===== src/rtl/multicycle_controller_pkg.sv =====
// Shared definitions for the multi-cycle RV32I control path: state encodings,
// opcodes, immediate formats and ALU operation codes.
package multicycle_controller_pkg;

    localparam int STATE_W = 4;
    localparam int OP_W    = 7;

    typedef enum logic [STATE_W-1:0] {
        S_FETCH    = 4'd0,
        S_DECODE   = 4'd1,
        S_MEMADR   = 4'd2,
        S_MEMREAD  = 4'd3,
        S_MEMWB    = 4'd4,
        S_MEMWRITE = 4'd5,
        S_EXECR    = 4'd6,
        S_ALUWB    = 4'd7,
        S_EXECI    = 4'd8,
        S_JAL      = 4'd9,
        S_BEQ      = 4'd10
    } state_t;

    localparam logic [OP_W-1:0] OP_LW    = 7'b0000011;
    localparam logic [OP_W-1:0] OP_SW    = 7'b0100011;
    localparam logic [OP_W-1:0] OP_RTYPE = 7'b0110011;
    localparam logic [OP_W-1:0] OP_ITYPE = 7'b0010011;
    localparam logic [OP_W-1:0] OP_BEQ   = 7'b1100011;
    localparam logic [OP_W-1:0] OP_JAL   = 7'b1101111;

    localparam logic [1:0] IMM_I = 2'b00;
    localparam logic [1:0] IMM_S = 2'b01;
    localparam logic [1:0] IMM_B = 2'b10;
    localparam logic [1:0] IMM_J = 2'b11;

    localparam logic [2:0] ALU_ADD = 3'b000;
    localparam logic [2:0] ALU_SUB = 3'b001;
    localparam logic [2:0] ALU_AND = 3'b010;
    localparam logic [2:0] ALU_OR  = 3'b011;
    localparam logic [2:0] ALU_SLT = 3'b101;

    localparam logic [1:0] ALUOP_ADD   = 2'b00;
    localparam logic [1:0] ALUOP_SUB   = 2'b01;
    localparam logic [1:0] ALUOP_FUNCT = 2'b10;

endpackage


===== src/rtl/multicycle_controller_alu_decoder.sv =====
// Maps the FSM's aluop plus instruction function fields onto an ALU operation.
module alu_decoder
    import multicycle_controller_pkg::*;
(
    input  logic [1:0] aluop,
    input  logic [2:0] funct3,
    input  logic       op5,
    input  logic       funct7b5,
    output logic [2:0] alucontrol
);

    always_comb begin
        alucontrol = ALU_ADD;
        case (aluop)
            ALUOP_SUB: alucontrol = ALU_SUB;
            ALUOP_FUNCT: begin
                case (funct3)
                    // Only R-type (op5=1) can encode sub; addi with imm[10]=1 stays add.
                    3'b000:  alucontrol = (op5 && funct7b5) ? ALU_SUB : ALU_ADD;
                    3'b010:  alucontrol = ALU_SLT;
                    3'b110:  alucontrol = ALU_OR;
                    3'b111:  alucontrol = ALU_AND;
                    default: alucontrol = ALU_ADD;
                endcase
            end
            default: alucontrol = ALU_ADD;
        endcase
    end

endmodule


===== src/rtl/multicycle_controller.sv =====
// Main control FSM of the multi-cycle RV32I core: sequences fetch through
// writeback over one ALU and one unified memory port.
module multicycle_controller
    import multicycle_controller_pkg::*;
(
    input  logic               clk,
    input  logic               rst_n,
    input  logic [OP_W-1:0]    op,
    input  logic [2:0]         funct3,
    input  logic               funct7b5,
    input  logic               zero,
    input  logic               mem_ready,
    output logic [1:0]         immsrc,
    output logic [1:0]         alusrca,
    output logic [1:0]         alusrcb,
    output logic [1:0]         resultsrc,
    output logic               adrsrc,
    output logic [2:0]         alucontrol,
    output logic               irwrite,
    output logic               pcwrite,
    output logic               regwrite,
    output logic               memwrite,
    output logic               illegal,
    output logic [STATE_W-1:0] state_o
);

    state_t     state_q, state_d;
    logic [1:0] aluop;
    logic       irwrite_c, pcwrite_c, regwrite_c, memwrite_c, illegal_c;

    always_ff @(posedge clk or negedge rst_n) begin
        if (!rst_n) state_q <= S_FETCH;
        else        state_q <= state_d;
    end

    always_comb begin
        state_d    = state_q;
        adrsrc     = 1'b0;
        alusrca    = 2'b00;
        alusrcb    = 2'b00;
        resultsrc  = 2'b00;
        aluop      = ALUOP_ADD;
        irwrite_c  = 1'b0;
        pcwrite_c  = 1'b0;
        regwrite_c = 1'b0;
        memwrite_c = 1'b0;
        illegal_c  = 1'b0;
        case (state_q)
            S_FETCH: begin
                alusrcb   = 2'b10;
                resultsrc = 2'b10;
                irwrite_c = mem_ready;
                pcwrite_c = mem_ready;
                if (mem_ready) state_d = S_DECODE;
            end
            S_DECODE: begin
                alusrca = 2'b01;
                alusrcb = 2'b01;
                case (op)
                    OP_LW, OP_SW: state_d = S_MEMADR;
                    OP_RTYPE:     state_d = S_EXECR;
                    OP_ITYPE:     state_d = S_EXECI;
                    OP_JAL:       state_d = S_JAL;
                    OP_BEQ:       state_d = S_BEQ;
                    default: begin
                        state_d   = S_FETCH;
                        illegal_c = 1'b1;
                    end
                endcase
            end
            S_MEMADR: begin
                alusrca = 2'b10;
                alusrcb = 2'b01;
                state_d = op[5] ? S_MEMWRITE : S_MEMREAD;
            end
            S_MEMREAD: begin
                adrsrc = 1'b1;
                if (mem_ready) state_d = S_MEMWB;
            end
            S_MEMWB: begin
                resultsrc  = 2'b01;
                regwrite_c = 1'b1;
                state_d    = S_FETCH;
            end
            S_MEMWRITE: begin
                adrsrc     = 1'b1;
                memwrite_c = 1'b1;
                if (mem_ready) state_d = S_FETCH;
            end
            S_EXECR: begin
                alusrca = 2'b10;
                aluop   = ALUOP_FUNCT;
                state_d = S_ALUWB;
            end
            S_ALUWB: begin
                regwrite_c = 1'b1;
                state_d    = S_FETCH;
            end
            S_EXECI: begin
                alusrca = 2'b10;
                alusrcb = 2'b01;
                aluop   = ALUOP_FUNCT;
                state_d = S_ALUWB;
            end
            S_JAL: begin
                alusrca   = 2'b01;
                alusrcb   = 2'b10;
                pcwrite_c = 1'b1;
                state_d   = S_ALUWB;
            end
            S_BEQ: begin
                alusrca   = 2'b10;
                aluop     = ALUOP_SUB;
                pcwrite_c = zero;
                state_d   = S_FETCH;
            end
            default: state_d = S_FETCH;
        endcase
    end

    always_comb begin
        case (op)
            OP_SW:   immsrc = IMM_S;
            OP_BEQ:  immsrc = IMM_B;
            OP_JAL:  immsrc = IMM_J;
            default: immsrc = IMM_I;
        endcase
    end

    alu_decoder u_alu_decoder (
        .aluop      (aluop),
        .funct3     (funct3),
        .op5        (op[5]),
        .funct7b5   (funct7b5),
        .alucontrol (alucontrol)
    );

    // Strobes are gated by rst_n so nothing fires between the reset edge and the next clock.
    assign irwrite  = rst_n & irwrite_c;
    assign pcwrite  = rst_n & pcwrite_c;
    assign regwrite = rst_n & regwrite_c;
    assign memwrite = rst_n & memwrite_c;
    assign illegal  = rst_n & illegal_c;
    assign state_o  = state_q;

endmodule

===== config.mk =====
export PLATFORM = sky130hd
export DESIGN_NAME = multicycle_controller
export DESIGN_NICKNAME = d
export VERILOG_FILES = /design/src/rtl/multicycle_controller_pkg.sv /design/src/rtl/multicycle_controller_alu_decoder.sv /design/src/rtl/multicycle_controller.sv
export SDC_FILE = /design/constraint.sdc
export NUM_CORES = 1
export LEC_CHECK = 0
export CORE_MARGIN = 1
export CORE_UTILIZATION = 43
export CTS_BUF_LIST = sky130_fd_sc_hd__clkbuf_8
export DETAILED_ROUTE_END_ITERATION = 10
export PLACE_DENSITY = 0.85
export SLEW_MARGIN = 20
export SYNTH_ARGS = -nofsm -noshare
export SYNTH_HDL_FRONTEND = slang
export SYNTH_SLANG_ARGS = --single-unit

===== constraint.sdc =====
create_clock -name clk -period 3.2 [get_ports clk]
set_input_delay 0.64 -clock clk [delete_from_list [all_inputs] [get_ports clk]]
set_output_delay 0.64 -clock clk [all_outputs]
set_load 0.01 [all_outputs]

==> impl_metrics.csv, run 1 <==
group,metric,value,unit
clock_network,clockBufferDepth,2,
pwr,max-vdd-ir-drop,286.9,uV
critical_path,setup.worst_path.class,"reg -> out",
clock_network,cts_sinks,4,
synth,synth_cell_type_count,39,
grt,overflow,0,
floorplan,die_w,41.53,um
detailed_routing,wirelength,1844,um
floorplan,die_area,0.001725,mm^2
detailed_routing,drt_iter0_drc,13,
timing,tightest_slew,0.3186,ns
grt,antenna_found_initial,0,
critical_path,critPathMaxFanout,6,
timing,whs,0.6566,ns
clock_network,clk_latency,0.23,ns
synth,synth_edf_count,0,
synth,syn_avg_cell_area,7.148,um^2
critical_path,cp.arrival,2.32,ns
grt,grt_start_max_net_pins,21,
floorplan,start_util,0.4860,
flow_run,drv_cap,0,
clock_network,tritoncts,"done",
critical_path,crit_required,2.56,ns
pwr,p_per_area,298.8,mW/mm^2
critical_path,worstRegToRegCells,5,
placed_design,dp_slack,0.2915,ns
finish,area_growth_syn_to_layout,59.22,%
detailed_routing,ant_nets,0,
synth,synth_top_area_cell,"dfrtp_1",
placed_design,hpwlAfterDp,1385,um
synth,synth_seq_cells,4,
finish,diodes,0,
timing,relSlewSlack,0.7867,
grt,grt_pass1_wl,3077,um
floorplan,core,0.001383,mm^2
synth,ys_warn_count,0,
placed_design,numPortBuffers,35,
floorplan,fp.dieH,41.53,um
synth,synth_flop_cell,"dfrtp_1",
floorplan,io_pins,36,
timing,fin_crit,2.957,ns
worst_hold_path,min_path_type,"in -> async",
detailed_routing,drcViolationCount,0,
clock_network,cts-buffers-inserted,3,
finish,drive_gt1_frac,0.07031,
clock_network,root_buffer,"clkbuf_8",
timing,setup-tns-final,0,ns
clock_network,cts_hold_buf,0,
placed_design,gp_congestion,0.8088,
grt,track_usage,0.2311,
timing,setup_ws,0.2435,ns
detailed_routing,vias_per_cell,5.678,
synth,seq_area_frac_synth,0.1490,
detailed_routing,routed-via-count,812,
timing,max_freq,338.2,MHz
synth,syn_nets,111,
synth,synth_top_area_frac,0.1490,
clock_network,clk_pin_slew_worst_paths,0.04,ns
placed_design,dp_cells,140,
detailed_routing,dr.pass1.iters,4,
synth,synth_area,671.9,um^2
finish,nNetsFinal,147,
finish,largest_register_ffs,4,
critical_path,endpoint_kind,"output port",
synth,synth_cells,94,
clock_network,htree_levels,1,
finish,post-route-util,0.7738,
pwr,p_leak,0.0003959,uW
synth,synth_top_cells_by_area,"dfrtp_1 (15%), nor2b_1 (7.4%), a21oi_1 (6.0%)",
grt,grt_pass1_vias,697,
clock_network,cts.repair.resized,0,
clock_network,cts_setup_buffers,0,
synth,netlist_top_cells_count,"a21oi_1 (8), nor2b_1 (8), nor3_1 (6), o21ai_0 (6)",
timing,grt_setup_unrepaired,"no",
floorplan,row_count,13,
critical_path,cp-start-kind,"register",
timing,drv_slew,0,
detailed_routing,routedWlPerCell,12.90,um
timing,fin_crit_sh,0.9239,
finish,stdcell_count,143,
timing,hold_viol,0,
outcome,run_status,"finished, final reports clean",
timing,clock_skew,0.005774,ns
timing,finalSetupViolations,0,
synth,postSynth.asyncResetShare,1.000,
==> cells in the final DEF, fill, tap and decap left out, drive strengths merged, types with 2 or more instances in the layout <==
cell type	instances
ha	2
o21ai	6
nand2	4
nor3b	3
clkbuf	3
nand2b	5
nand3	2
nor2	5
nor3	6
dfrtp	4
clkdlybuf4s50	35
nor2b	8
nor4b	3
xnor2	2
and3	3
o21a	2
inv	5
buf	4
a21oi	8
==> cells by family (layout without fill, tap and decap cells) <==
logic type                 count (synthesis)  count (layout)  share of synthesized area
and+or+nand+nor                           47              47                     0.4470
AOI/OAI and AO/OA                         25              25                     0.2365
buffers and inverters                     13              47                    0.09125
DFF                                        4               4                     0.1490
xor gates and xnor gates                   3               3                    0.03911
adders and majority gates                  2               2                    0.03724
==> metal layers <==
metal,part of all wire,GRT usage
met1,0.43,0.2653
met2,0.49,0.3656
met3,0.054,0.07391
met4,0.025,0.1484
met5,0,0
==> worst max-delay path, stage by stage, from the launching register on <==
cell and delay (ns):
dfrtp_1 0.45, nand2b_1 0.13, or2_1 0.22, a21oi_1 0.19, inv_1 0.07, ha_1 0.29
nor3_1 0.17, clkdlybuf4s50_1 0.56
==> worst paths after layout <==
path | from | end | slack, ns
setup / recovery | state_o[3] | alucontrol[1] | 0.24
hold / removal | rst_n | state_o[1] | 0.66
setup reg to reg | state_o[1] | state_o[2] | 1.45
hold reg to reg | state_o[1] | state_o[2] | 0.66
max in group asynchronous | rst_n | state_o[2] | 2.30
min in group clk | state_o[1] | state_o[2] | 0.66
==> power by group <==
group	internal, uW	switching [uW]	leakage [uW]	total, uW
Combinational	82.3	62.6	0.000321	145
Clock	80.7	32.5	0.0000216	113
Sequential	54.4	7.10	0.0000537	61.5
Total	217	102	0.000396	320
==> stage by stage <==
stage / total power [uW] / area [um^2]
floorplan: 134.2 / 671.9
global placement: 204.2 / 1028
detailed placement: 206.6 / 1028
CTS: 322.6 / 1070
global route: 339.4 / 1070
finish: 319.6 / 1070
==> final cells by class <==
class / count / area [um^2]
Multi-Input combinational cell: 77 / 510.5
Timing Repair Buffer: 39 / 380.4
Fill cell: 104 / 312.8
Sequential cell: 4 / 100.1
Clock buffer: 3 / 41.29
Inverter: 5 / 18.77
Tap cell: 15 / 18.77
No activity file was read; power rests on OpenSTA's default activity.
==> run 2, diff against run 1 <==
--- a/config.mk
+++ b/config.mk
@@ -5,6 +5,7 @@
 export SDC_FILE = /design/constraint.sdc
 export NUM_CORES = 1
 export LEC_CHECK = 0
+export ABC_AREA = 0
 export CORE_MARGIN = 1
 export CORE_UTILIZATION = 43
 export CTS_BUF_LIST = sky130_fd_sc_hd__clkbuf_8
==> results of run 2 <==
The final DEF is identical to that of run 1; final timing and power are the same.
==> run 3, diff against run 2 <==
--- a/config.mk
+++ b/config.mk
@@ -5,12 +5,12 @@
 export SDC_FILE = /design/constraint.sdc
 export NUM_CORES = 1
 export LEC_CHECK = 0
-export ABC_AREA = 0
+export ABC_AREA = 1
 export CORE_MARGIN = 1
-export CORE_UTILIZATION = 43
+export CORE_UTILIZATION = 41
 export CTS_BUF_LIST = sky130_fd_sc_hd__clkbuf_8
 export DETAILED_ROUTE_END_ITERATION = 10
-export PLACE_DENSITY = 0.85
+export PLACE_DENSITY = 0.84
 export SLEW_MARGIN = 20
 export SYNTH_ARGS = -nofsm -noshare
 export SYNTH_HDL_FRONTEND = slang
==> impl_metrics.csv, run 3 <==
group,metric,value,unit
clock_network,root_buffer,"clkbuf_8",
timing,clock_skew,0.006310,ns
detailed_routing,routedWlPerCell,11.62,um
floorplan,fp.dieH,40.83,um
clock_network,cts_hold_buf,0,
synth,seq_area_frac_synth,0.1619,
synth,yosys.cell_count.top_type,"nand2_1",
placed_design,numPortBuffers,35,
critical_path,critPathMaxFanout,8,
grt,antenna_found_initial,0,
placed_design,hpwlAfterDp,1604,um
critical_path,cp-start-kind,"register",
timing,finalSetupViolations,0,
timing,setup-tns-final,0,ns
placed_design,gp_congestion,0.8102,
synth,synth_area,618.1,um^2
floorplan,die_area,0.001667,mm^2
finish,regArea,100.1,um^2
finish,nNetsFinal,171,
synth,synth_top_area_cell,"dfrtp_1",
critical_path,crit_start,"state_o[0]",
critical_path,r2r_slack,1.96,ns
pwr,power.switching,242.8,uW
finish,multi_input_area,421.7,um^2
timing,fin_crit_sh,0.9145,
pwr,p_per_area,544.9,mW/mm^2
floorplan,core,0.001350,mm^2
grt,overflow,0,
clock_network,tritoncts,"done",
floorplan,row_count,13,
critical_path,crit_required,2.56,ns
critical_path,endpoint,"alucontrol[0]",
pwr,p_int,321.7,uW
pwr,clkPwrFrac,0.187,
finish,largest_register_ffs,4,
timing,grt_setup_unrepaired,"no",
finish,final_common_cell,"clkdlybuf4s50_1",
floorplan,start_util,0.4578,
floorplan,die_w,40.83,um
pwr,p_leak,0.0005044,uW
clock_network,htree_levels,1,
clock_network,clk_latency,0.22,ns
critical_path,slowest_stage,"clkdlybuf4s50_1",
synth,ys_warn_count,0,
clock_network,cts.repair.resized,0,
critical_path,endpoint_kind,"output port",
timing,tightest_slew,0.2774,ns
grt,track_usage,0.2682,
detailed_routing,vias_per_cell,5.030,
timing,drv_slew,0,
finish,area_growth_syn_to_layout,67.61,%
detailed_routing,wirelength,1940,um
timing,fin_crit,2.926,ns
detailed_routing,drcViolationCount,0,
synth,netlist_top_cells_count,"nand2_1 (26), nor2_1 (23), inv_1 (18)",
critical_path,setup.worst_path.class,"reg -> out",
synth,syn_nets,130,
pwr,max-vdd-ir-drop,372.0,uV
grt,grt_pass1_vias,771,
finish,fillers,126,
timing,relSlewSlack,0.8151,
critical_path,r2r-start,"state_o[2]",
flow_run,drv_cap,0,
finish,final_cell_mix,"clkdlybuf4s50_1 (35), nand2_1 (26), nor2_1 (23)",
finish,drive_gt1_frac,0.1513,
synth,synth_seq_cells,4,
critical_path,crit_chain,"nor2_1 -> inv_1 -> nor2_1 -> nor2_2 -> inv_1 -> ha_1 -> nand4_1 -> a21oi_1 -> clkdlybuf4s50_1",
outcome,run_status,"finished, final reports clean",
critical_path,cp.arrival,2.29,ns
pwr,power.total,564.5,uW
pwr,netSwitchingFraction,0.4300,
synth,synth_cells,113,
critical_path,cp.depth,9,
synth,synth_top_area_frac,0.1619,
detailed_routing,ant_nets,0,
clock_network,clk_pin_slew_worst_paths,0.03,ns
worst_hold_path,hold_start,"state_o[0]",
synth,synth_flop_cell,"dfrtp_1",
floorplan,io_pins,36,
synth,synth_cell_type_count,21,
synth,syn_avg_cell_area,5.470,um^2
synth,synth_top_cells_by_area,"dfrtp_1 (16%), nand2_1 (16%), nor2_1 (14%)",
detailed_routing,routed-via-count,840,
critical_path,worstRegToRegCells,8,
critical_path,cp_top_family,"buffers and inverters",
pwr,combPwrFrac,0.665,
clock_network,cts_sinks,4,
clock_network,cts-buffers-inserted,3,
detailed_routing,drt_iter0_drc,9,
timing,hold_viol,0,
grt,grt_start_max_net_pins,9,
clock_network,clockBufferDepth,2,
clock_network,cts_setup_buffers,0,
pwr,seqPwrFrac,0.148,
critical_path,path_buf_inv,3,
worst_hold_path,min_path_type,"reg -> reg",
detailed_routing,dr.pass1.iters,4,
grt,grt_pass1_wl,3022,um
synth,postSynth.asyncResetShare,1.000,
synth,synth_edf_count,0,
timing,max_freq,341.7,MHz
critical_path,cpPeakStageDelay,0.54,ns
critical_path,worstReg2RegEnd,"state_o[2]",
finish,diodes,0,
-- run 3: changes by cell type in the layout (fill, tap and decap cells not counted), sizes merged, moves of 5 or more --
cell    before  now
nor3         6    1
nand2        4   32
nor2         5   28
inv          5   25
nand2b       5    0
nor2b        8    0
a21oi        8    3
nand3        2    9
-- run 3: area by class of cell --
cell class              count  area share
inverters                  25     0.09300
multi-input cells          84      0.4070
well taps                  15     0.01812
repair buffers             36      0.3454
flip-flops and latches      4     0.09662
clock buffers               3     0.03986
-- run 3: through the flow --
stage	hold WS, ns	instances	setup slack (ns)	area, um^2	utilization
global placement	0.6653	164	0.3977	994.7	0.7368
finish	0.6736	167	0.2737	1036	0.7674
global route	0.7070	167	0.05682	1036	0.7674
detailed placement	0.6670	164	0.3518	994.7	0.7368
floorplan	0.3444	113	1.007	618.1	-
CTS	0.6770	167	0.2461	1036	0.7674
-- run 3: tightest hold or removal path: stages, from the launching register on --
cell and delay, ns:
dfrtp_1 0.46, nand3_1 0.12, nand2_1 0.05
-- run 3: cells by family after synthesis --
group	Yosys count	share of synthesized area
and+or+nand+nor	74	0.5708
buffers and inverters	25	0.1559
AOI/OAI and AO/OA	8	0.07085
DFF	4	0.1619
adders and majority gates	2	0.04048
-- run 3: power groups by stage --
stage	Combinational (uW)	Sequential, uW	Clock (uW)
5_1_grt	416	86.4	111
3_3_place_gp	367	83.6	0
6_report	375	83.8	105
3_5_place_dp	372	83.5	0
4_1_cts	377	83.7	110
2_1_floorplan	202	84.6	0
-- run 3: layer usage --
layer	track usage	vias to the layer above	share of wire
met2	0.5000	25	0.56
met4	0.1000	0	0
met5	0	-	0
met1	0.3094	390	0.39
li1	-	425	-
met3	0.02174	0	0.050
-- run 3: how the worst min path moves through the flow --
stage                     slack [ns]  cells past startpoint          to
after floorplan                 0.34                      0  state_o[0]
after global placement          0.67                      2  state_o[0]
after detailed placement        0.67                      2  state_o[0]
after CTS                       0.68                      2  state_o[0]
after global routing            0.71                      2  state_o[0]
final                           0.67                      2  state_o[0]
